`src/rtl/shift_unit_seq_if.sv`:
```
// -----------------------------------------------------------------------------
// shift_unit_seq_if
//
// Purpose: bundles the request and result handshakes of shift_unit_seq.
//
// Signals (WIDTH-bit operand, SHAMT_W = $clog2(WIDTH)):
//   in_valid   request valid                        (master -> slave)
//   in_ready   unit can accept a request            (slave  -> master)
//   in_data    operand, WIDTH bits                  (master -> slave)
//   in_shamt   shift amount, SHAMT_W bits           (master -> slave)
//   in_op      00 SLL, 01 SRL, 10 SRA, 11 ROR       (master -> slave)
//   out_valid  result valid                         (slave  -> master)
//   out_ready  consumer accepts the result          (master -> slave)
//   out_data   result, WIDTH bits                   (slave  -> master)
//   busy       operation in flight or result held   (slave  -> master)
//
// Modports: master = issue/writeback side, slave = the shift unit.
// -----------------------------------------------------------------------------
interface shift_unit_seq_if #(
  parameter int WIDTH = 32
);
  localparam int SHAMT_W = $clog2(WIDTH);

  logic               in_valid;
  logic               in_ready;
  logic [WIDTH-1:0]   in_data;
  logic [SHAMT_W-1:0] in_shamt;
  logic [1:0]         in_op;
  logic               out_valid;
  logic               out_ready;
  logic [WIDTH-1:0]   out_data;
  logic               busy;

  modport master (
    output in_valid, in_data, in_shamt, in_op, out_ready,
    input  in_ready, out_valid, out_data, busy
  );

  modport slave (
    input  in_valid, in_data, in_shamt, in_op, out_ready,
    output in_ready, out_valid, out_data, busy
  );
endinterface

```
`src/rtl/shift_unit_seq.sv`:
```
// -----------------------------------------------------------------------------
// shift_unit_seq
//
// Purpose: multi-cycle shift/rotate unit. One shift-amount bit is resolved per
// clock (MSB first), so each cycle applies either a shift by 2^k or nothing.
// Latency from the accept edge to out_valid is always SHAMT_W cycles.
//
// Ports:
//   clock     rising-edge clock
//   reset_n   asynchronous active-low reset
//   bus       shift_unit_seq_if.slave (request/result handshakes, busy)
//
// Parameters:
//   WIDTH     operand width, power of two, >= 4
//
// Configuration macro:
//   SHIFT_UNIT_ROTATE_EN  when defined, op 11 rotates right; when undefined the
//                         rotate datapath is absent and op 11 behaves as SRL.
// -----------------------------------------------------------------------------
module shift_unit_seq #(
  parameter int WIDTH = 32
) (
  input  logic           clock,
  input  logic           reset_n,
  shift_unit_seq_if.slave bus
);

  localparam int SHAMT_W = $clog2(WIDTH);
  localparam logic [SHAMT_W-1:0] K_TOP = SHAMT_W'(SHAMT_W - 1);
  localparam logic [SHAMT_W-1:0] K_ONE = SHAMT_W'(1);

  typedef enum logic [1:0] {
    ST_IDLE  = 2'b00,
    ST_SHIFT = 2'b01,
    ST_DONE  = 2'b10
  } state_e;

  typedef enum logic [1:0] {
    OP_SLL = 2'b00,
    OP_SRL = 2'b01,
    OP_SRA = 2'b10,
    OP_ROR = 2'b11
  } op_e;

  state_e             state_q, state_d;
  logic [WIDTH-1:0]   acc_q,   acc_d;
  logic [SHAMT_W-1:0] shamt_q, shamt_d;
  logic [SHAMT_W-1:0] k_q,     k_d;
  op_e                op_q,    op_d;

  // One stage of the shifter: shift val by 2^k according to op.
  // SRA replicates val[WIDTH-1]; since that bit never changes across stages
  // the working register itself carries the sign.
  function automatic logic [WIDTH-1:0] stage_shift(
    input logic [WIDTH-1:0]   val,
    input op_e                op,
    input logic [SHAMT_W-1:0] k
  );
    int unsigned amt;
    logic [WIDTH-1:0] res;
    amt = 32'd1 << k;
    res = val;
    case (op)
      OP_SLL: res = val << amt;
      OP_SRA: res = WIDTH'($signed(val) >>> amt);
`ifdef SHIFT_UNIT_ROTATE_EN
      OP_SRL: res = val >> amt;
      OP_ROR: res = (val >> amt) | (val << (WIDTH - amt));
`else
      // Without the rotate datapath op 11 shares the logical-right path.
      OP_SRL, OP_ROR: res = val >> amt;
`endif
      default: res = val;
    endcase
    return res;
  endfunction

  // State register and datapath registers
  always_ff @(posedge clock or negedge reset_n) begin
    if (!reset_n) begin
      state_q <= ST_IDLE;
      acc_q   <= '0;
      shamt_q <= '0;
      k_q     <= '0;
      op_q    <= OP_SLL;
    end else begin
      state_q <= state_d;
      acc_q   <= acc_d;
      shamt_q <= shamt_d;
      k_q     <= k_d;
      op_q    <= op_d;
    end
  end

  // Next-state and datapath update
  always_comb begin
    state_d = state_q;
    acc_d   = acc_q;
    shamt_d = shamt_q;
    k_d     = k_q;
    op_d    = op_q;
    case (state_q)
      ST_IDLE: begin
        if (bus.in_valid) begin
          acc_d   = bus.in_data;
          shamt_d = bus.in_shamt;
          op_d    = op_e'(bus.in_op);
          k_d     = K_TOP;
          state_d = ST_SHIFT;
        end
      end
      ST_SHIFT: begin
        if (shamt_q[k_q]) begin
          acc_d = stage_shift(acc_q, op_q, k_q);
        end
        // Every stage is visited regardless of shamt, keeping latency fixed.
        if (k_q == '0) begin
          state_d = ST_DONE;
        end else begin
          k_d = k_q - K_ONE;
        end
      end
      ST_DONE: begin
        if (bus.out_ready) begin
          state_d = ST_IDLE;
        end
      end
      default: state_d = ST_IDLE;
    endcase
  end

  // All outputs come straight from registers, never from in_* or out_ready.
  assign bus.in_ready  = (state_q == ST_IDLE);
  assign bus.out_valid = (state_q == ST_DONE);
  assign bus.busy      = (state_q != ST_IDLE);
  assign bus.out_data  = acc_q;

endmodule

```
`src/flat_wrapper.sv`:
```
// flat-port wrapper written by rule: the top's interface ports become plain ports
module shift_unit_seq_flat 
#(
  parameter int WIDTH = 32
)
  (clock, reset_n, bus_in_valid, bus_in_data, bus_in_shamt, bus_in_op, bus_out_ready, bus_in_ready, bus_out_valid, bus_out_data, bus_busy);
  shift_unit_seq_if #(.WIDTH(WIDTH)) bus_i ();
  input  logic clock;
  input  logic reset_n;
  input wire logic [$bits(bus_i.in_valid)-1:0] bus_in_valid;
  input wire logic [$bits(bus_i.in_data)-1:0] bus_in_data;
  input wire logic [$bits(bus_i.in_shamt)-1:0] bus_in_shamt;
  input wire logic [$bits(bus_i.in_op)-1:0] bus_in_op;
  input wire logic [$bits(bus_i.out_ready)-1:0] bus_out_ready;
  output wire logic [$bits(bus_i.in_ready)-1:0] bus_in_ready;
  output wire logic [$bits(bus_i.out_valid)-1:0] bus_out_valid;
  output wire logic [$bits(bus_i.out_data)-1:0] bus_out_data;
  output wire logic [$bits(bus_i.busy)-1:0] bus_busy;
  assign bus_i.in_valid = bus_in_valid;
  assign bus_i.in_data = bus_in_data;
  assign bus_i.in_shamt = bus_in_shamt;
  assign bus_i.in_op = bus_in_op;
  assign bus_i.out_ready = bus_out_ready;
  assign bus_in_ready = bus_i.in_ready;
  assign bus_out_valid = bus_i.out_valid;
  assign bus_out_data = bus_i.out_data;
  assign bus_busy = bus_i.busy;
  shift_unit_seq #(.WIDTH(WIDTH)) u_core (.clock(clock), .reset_n(reset_n), .bus(bus_i));
endmodule
```
`config.mk`:
```
export PLATFORM = sky130hd
export DESIGN_NAME = shift_unit_seq_flat
export DESIGN_NICKNAME = d
export VERILOG_FILES = /design/src/rtl/shift_unit_seq_if.sv /design/src/rtl/shift_unit_seq.sv /design/src/flat_wrapper.sv
export SDC_FILE = /design/constraint.sdc
export NUM_CORES = 1
export LEC_CHECK = 0
export ABC_CLOCK_PERIOD_IN_PS = 8890
export CORE_AREA = 5 5 91 177
export CTS_CLUSTER_SIZE = 16
export DETAILED_ROUTE_END_ITERATION = 7
export DIE_AREA = 0 0 96 182
export PLACE_DENSITY_LB_ADDON = 0.05
export SETUP_SLACK_MARGIN = 0.3
export SLEW_MARGIN = 30
export SYNTH_ARGS = -nofsm -noshare
export SYNTH_HDL_FRONTEND = slang
export SYNTH_SLANG_ARGS = --single-unit
```
`constraint.sdc`:
```
create_clock -name clock -period 8.89 [get_ports clock]
set_input_delay 1.778 -clock clock [delete_from_list [all_inputs] [get_ports clock]]
set_output_delay 1.778 -clock clock [all_outputs]
set_load 0.02 [all_outputs]
```
Word level (Yosys, flattened, before mapping)
Cells that the tools add are included.

word-level totals
  output and inout port bits = 35
  input port bits = 43
  register bits = 46
  logic and storage cells = 44

cells by class
  add/subtract/negate cells = 1
  shift operators = 4
  reduce and logical (&&, ||, !) cells = 10
  multiplexer cells = 13
  equal/unequal tests = 10
  $lt $le $gt $ge = 1

operators by type and width
  cell                  number
  $pmux 32 s3           1
  $mux 32               2
  $pmux 32 s2           1
  $shl 1x5->32 const A  1
  $shl 32x32->32        1
  $shr 32x32->32        1
  $sshr 32x32->32       1
  $mux 5                2
  $pmux 5 s2            1
  $reduce_and 3->1      3
  $eq 2x2->1 const B    3
  $mux 2                3
  $ne 2x2->1 const B    3
  $pmux 2 s3            1
  $logic_not 5->1       1
  $lt 5x4->1 const B    1
  $sub 5x1->5 const B   1
  $eq 2x1->1 const B    2
  $logic_not 2->1       2
  $ne 2x1->1 const B    2
  $reduce_bool 2->1     2
  $bmux 1 s3            1
  $reduce_and 2->1      1
  $reduce_or 2->1       1
  $mux 1                1

Depth between registers and ports, before layout
  depth in word-level cells = 5
  depth in mapped cells = 15
  depth with buffers taken out = 10

Worst setup path before layout
Ideal clock, no wire load.

  path kind = input to register
  start point = input port bus_in_valid
  end point = register u_core.acc_q[2], in the netlist u_core.bus.out_data[2]
  arrival = 2.884 ns
  required time = 8.761 ns
  library setup time = 0.129 ns
  path buffers = 2
  path slack = 5.877 ns
  stages on the path = 7
  cell sequence = nor2_1 > a211oi_1 > clkbuf_1 > buf_1 > nand3_1 > o21ai_0 > o21ai_0

on the way
  cells in the longest elaborated chain, start to end = 2

ends and longest elaborated chain
  what                               RTL line              source
  start: declaration                 flat_wrapper.sv:10    input wire logic [$bits(bus_i.in_valid)-1:0] bus_in_valid;
  $ne 2x2->1 (no source line)        --
  $reduce_and 3->1 (no source line)  --
  end signal: assignment             shift_unit_seq.sv:82  acc_q <= '0;
  end signal: assignment             shift_unit_seq.sv:88  acc_q <= acc_d;
  end: declaration                   shift_unit_seq.sv:46  logic [WIDTH-1:0] acc_q, acc_d;

Every way passes these cells.
A chain may end at the register's enable or synchronous reset.

Final worst setup path
  start point = register u_core.k_q[0]
  end point = register u_core.acc_q[14], in the netlist u_core.bus.out_data[14]

on the way
  cells in the longest elaborated chain, start to end = 5
  elaborated cells on any way between the ends = 11
  those cells by class = eq/ne: 1; shift: 4; mux: 5; reduce/logical: 1

ends and longest elaborated chain
  what                                          RTL line               source
  start: declaration                            shift_unit_seq.sv:48   logic [SHAMT_W-1:0] k_q, k_d;
  start signal: assignment                      shift_unit_seq.sv:90   k_q <= k_d;
  $shl 1x5->32                                  shift_unit_seq.sv:61   amt = 32'd1 << k;
  $shr 32x32->32, or another cell as far along  shift_unit_seq.sv:71   OP_SRL, OP_ROR: res = val >> amt;
  $pmux 32 s3                                   shift_unit_seq.sv:63   case (op)
  $mux 32                                       shift_unit_seq.sv:113  if (shamt_q[k_q]) begin
  $pmux 32 s2                                   shift_unit_seq.sv:102  case (state_q)

Several ways; a longest one is shown, not always the timed one. The select of a mux whose other input is x is not followed.

==> run summary <==
At the later pin of the worst-skew pair, clock insertion delay measures 320 ps. During I/O placement, the number of pins put on the boundary was 78. The instance count along the most critical hold path is 1.

The length in cells of the worst reg-to-reg path works out to 11. The tools report the total iterations of the first detailed-routing run as 6. The total overflow left after global routing is 0. For the count of final setup violators, the log shows 0.

The shortest clock period the worst path allows after layout is 4200 ps. The vertical extent of the die is 182 um. In the final layout, the share of cells above drive strength 1 is 7.50%. The clock net in this run drives a total of 46 sinks. In the final routed layout, each cell accounts on average for 31.8 um. The aggregate routed wire length was 37600 um; the post-detailed-route DRC marker count was 0. The actual slew at the worst max-slew pin came out at 961 ps. STA classifies the critical path startpoint as a flip-flop. Summing every instance area after synthesis gives 6700 sq um.

The core outline area was 14700 sq um; the post-cts repair resize count was 0. In the synthesized netlist the async set-or-reset flop fraction comes to 100%. The ratio of routed vias to standard cells came out at 7.51. The site row count is 63, and the maximum clock path buffer count is 2. The logs give 1034 for the net total in the final layout and 55700 um for the global-route wire length before repair.

Among the stages of the critical path, the cell type that occurs most often is sky130_fd_sc_hd__a21oi_1. Clock-pin slew was measured on the worst setup and hold paths at 70 ps. The run gives 0 as the count of pins over their slew limit.

The endpoint of the most critical register-to-register path is u_core.bus.out_data[14]. Number of global-route vias before repair: 8423. CTS placed an instance of sky130_fd_sc_hd__clkbuf_16 at the clock tree root. The largest stage delay on the critical path came out at 920 ps. The area growth from synthesis to layout is 15.3%. Once the clock tree was built, the setup fixing pass inserted 0 buffers. The instance count of the mapped netlist was 967; the starting utilization of the core area was 45.7%.

Following the worst setup path forward leads to its endpoint at u_core.bus.out_data[14]. The tools report the number of DRC markers in iteration 0 as 1466. The H-tree generated during clock tree synthesis spans 2 levels. The run gives 1510 as the number of filler cells placed in the layout.

Data on the critical path arrives at its endpoint at 4430 ps. Endpoint class of the critical path: a flip-flop. The endpoint required time on the critical path came out at 9130 ps. Summed over all nets, the half-perimeter wirelength after detailed placement is 26500 um. The number of nets in the synthesized netlist is 1015. The commonest non-fill, non-tap cell in the layout was sky130_fd_sc_hd__nand2_1. For the count of endpoints failing hold in the final timing report, the log shows 0.

The number of storage elements in the synthesis netlist is 46. The die extent in x came out at 96 um. Derived from the worst setup path, the maximum achievable clock frequency is 238 MHz. In the layout the commonest cells are 143 x sky130_fd_sc_hd__nand2_1, 109 x sky130_fd_sc_hd__nor2_1, 79 x sky130_fd_sc_hd__o21ai_0. For the sequential cell area fraction in the yosys report, the log shows 17.2%.

The final worst-path cycle share is 47.2%, and the count of flip-flops with a built-in enable after synthesis is 0. The tools report the timing startpoint of the critical path as u_core.k_q[0]. Max-cap violations in this run came to 0. TritonCTS built the clock tree. Dividing the synthesized area by the synthesized cell count gives 6.92 sq um.

The tightest min-delay check is of the flip-flop to flip-flop type. Adding up every negative setup slack in the final design gives 0 ps. The remaining number of nets flagged by the antenna check after routing came out at 0.

The number of buffers inserted for hold repair after clock tree synthesis was 0. Setup repair after global routing left no endpoint under its margin. Buffers placed on the I/O ports in this run total 77. Commonest register cell after synthesis: sky130_fd_sc_hd__dfrtp_1. Startpoint of the lowest-slack register-to-register path: u_core.k_q[0]. Across the routed clock network, the largest skew measured is 6.78 ps. The initial antenna violation count was 0. Total via count in the routed design: 8872.

Maximum fanout along the worst path: 24. The run gives 0 as the diode insertion count for antenna repair. The max-slew headroom at the worst pin came out at 35.7%. In this run, distinct cell masters in the synthesized netlist total 75.

Buffers inserted during clock tree synthesis total 5. The setup slack on the worst flop-to-flop path was 4690 ps. The flow ran to the end, and the final reports show no timing, DRC or antenna violations. Global placer's final weighted congestion: 1.17. The floorplan step defined a die boundary enclosing 17500 sq um. The slowest stage of the critical path is the sky130_fd_sc_hd__or4b_2 cell. The pin count of the biggest net entering global routing was 76. The count of warnings emitted by yosys was 0; the total routing usage reported by global routing was 43.9%. The worst setup path is of the flip-flop to flip-flop kind.

Walking the worst path, the cells encountered are inv_1 > ha_1 > or4b_2 > buf_4 > nor2_1 > a22o_1 > nand2_1 > o21ai_0 > mux2_2 > a21oi_1 > a21oi_1.
==> kinds of logic (layout without fill, tap and decap cells) <==
family                   count (synthesis)  after routing  synth area share, %
AO/OA/AOI/OAI                          340            340                 34.3
XOR/XNOR                                 3              3                0.393
adder cells (fa/ha/maj)                  5              5                0.934
buffers and inverters                  100            120                 6.95
flip-flops                              46             46                 17.2
multiplexers                            89             89                 13.8
AND/OR/NAND/NOR                        384            384                 26.5
==> routing by layer <==
| metal | up-vias | share of wire [%] | GRT usage [%] |
|---|---|---|---|
| li1 | 3695 | - | - |
| met1 | 4123 | 33 | 51.5 |
| met2 | 782 | 44 | 63.8 |
| met3 | 272 | 12 | 12.6 |
| met4 | 0 | 11 | 37.0 |
| met5 | - | 0 | 0.926 |
==> Yosys cell counts (10+ instances only) <==
library cell / number / share of area, %
sky130_fd_sc_hd__buf_2: 30 / 2.2
sky130_fd_sc_hd__a21oi_1: 73 / 5.5
sky130_fd_sc_hd__clkbuf_1: 44 / 2.5
sky130_fd_sc_hd__o211ai_1: 25 / 2.8
sky130_fd_sc_hd__nand2_1: 143 / 8.0
sky130_fd_sc_hd__o221ai_1: 11 / 1.4
sky130_fd_sc_hd__dfrtp_1: 46 / 17
sky130_fd_sc_hd__a211oi_1: 10 / 1.1
sky130_fd_sc_hd__nor3_1: 11 / 0.82
sky130_fd_sc_hd__nand3_1: 49 / 3.7
sky130_fd_sc_hd__a31oi_1: 17 / 1.6
sky130_fd_sc_hd__o21ai_0: 80 / 6.0
sky130_fd_sc_hd__nand4_1: 21 / 2.0
sky130_fd_sc_hd__nor2_1: 110 / 6.2
sky130_fd_sc_hd__mux2_2: 11 / 1.9
sky130_fd_sc_hd__a221oi_1: 26 / 3.4
sky130_fd_sc_hd__mux2i_1: 76 / 11
==> state kept, by name, summed over array words and instances, names as in the netlist <==
| register | flops |
|---|---|
| u_core.bus.out_data | 32 |
| u_core.k_q | 5 |
| u_core.op_q | 2 |
| u_core.shamt_q | 5 |
| u_core.state_q | 2 |
==> through the flow <==
step | hold WS [ps] | util [%] | setup slack, ps | cell area (sq um) | instances
floorplan | 472 | - | 5880 | 6700 | 967
global placement | 494 | 51.4 | 4900 | 7540 | 1174
detailed placement | 497 | 51.4 | 4840 | 7540 | 1174
CTS | 523 | 52.5 | 4850 | 7700 | 1182
global route | 546 | 52.6 | 4440 | 7720 | 1182
finish | 529 | 52.6 | 4690 | 7720 | 1182
==> area by class of cell <==
type	instances	area, sq um	area share, %
multi-input combinational	821	5150	66.8
sequential	46	1150	14.9
timing repair buffer	105	976	12.6
tap	195	244	3.16
clock buffer	6	129	1.67
clock inverter	2	37.5	0.486
inverter	7	26.3	0.340
==> worst min-delay path by stage <==
stage                           start           endpoint  slack [ps]
floorplan           u_core.shamt_q[4]  u_core.shamt_q[4]         470
CTS                 u_core.shamt_q[1]  u_core.shamt_q[1]         520
global placement    u_core.shamt_q[1]  u_core.shamt_q[1]         490
finish              u_core.shamt_q[0]  u_core.shamt_q[0]         530
global route        u_core.shamt_q[0]  u_core.shamt_q[0]         550
detailed placement  u_core.shamt_q[1]  u_core.shamt_q[1]         500
==> critical path, delay by kind of cell, from the launching register on <==
kind / cells / cell delay (ps)
AO/OA/AOI/OAI: 4 / 840
buffers and inverters: 2 / 510
multiplexers: 1 / 270
flip-flops: 1 / 470
adder cells (fa/ha/maj): 1 / 350
AND/OR/NAND/NOR: 3 / 1660
Power is not shown: default switching activity piles up to over one toggle a cycle in this logic, so the estimate is an artifact.
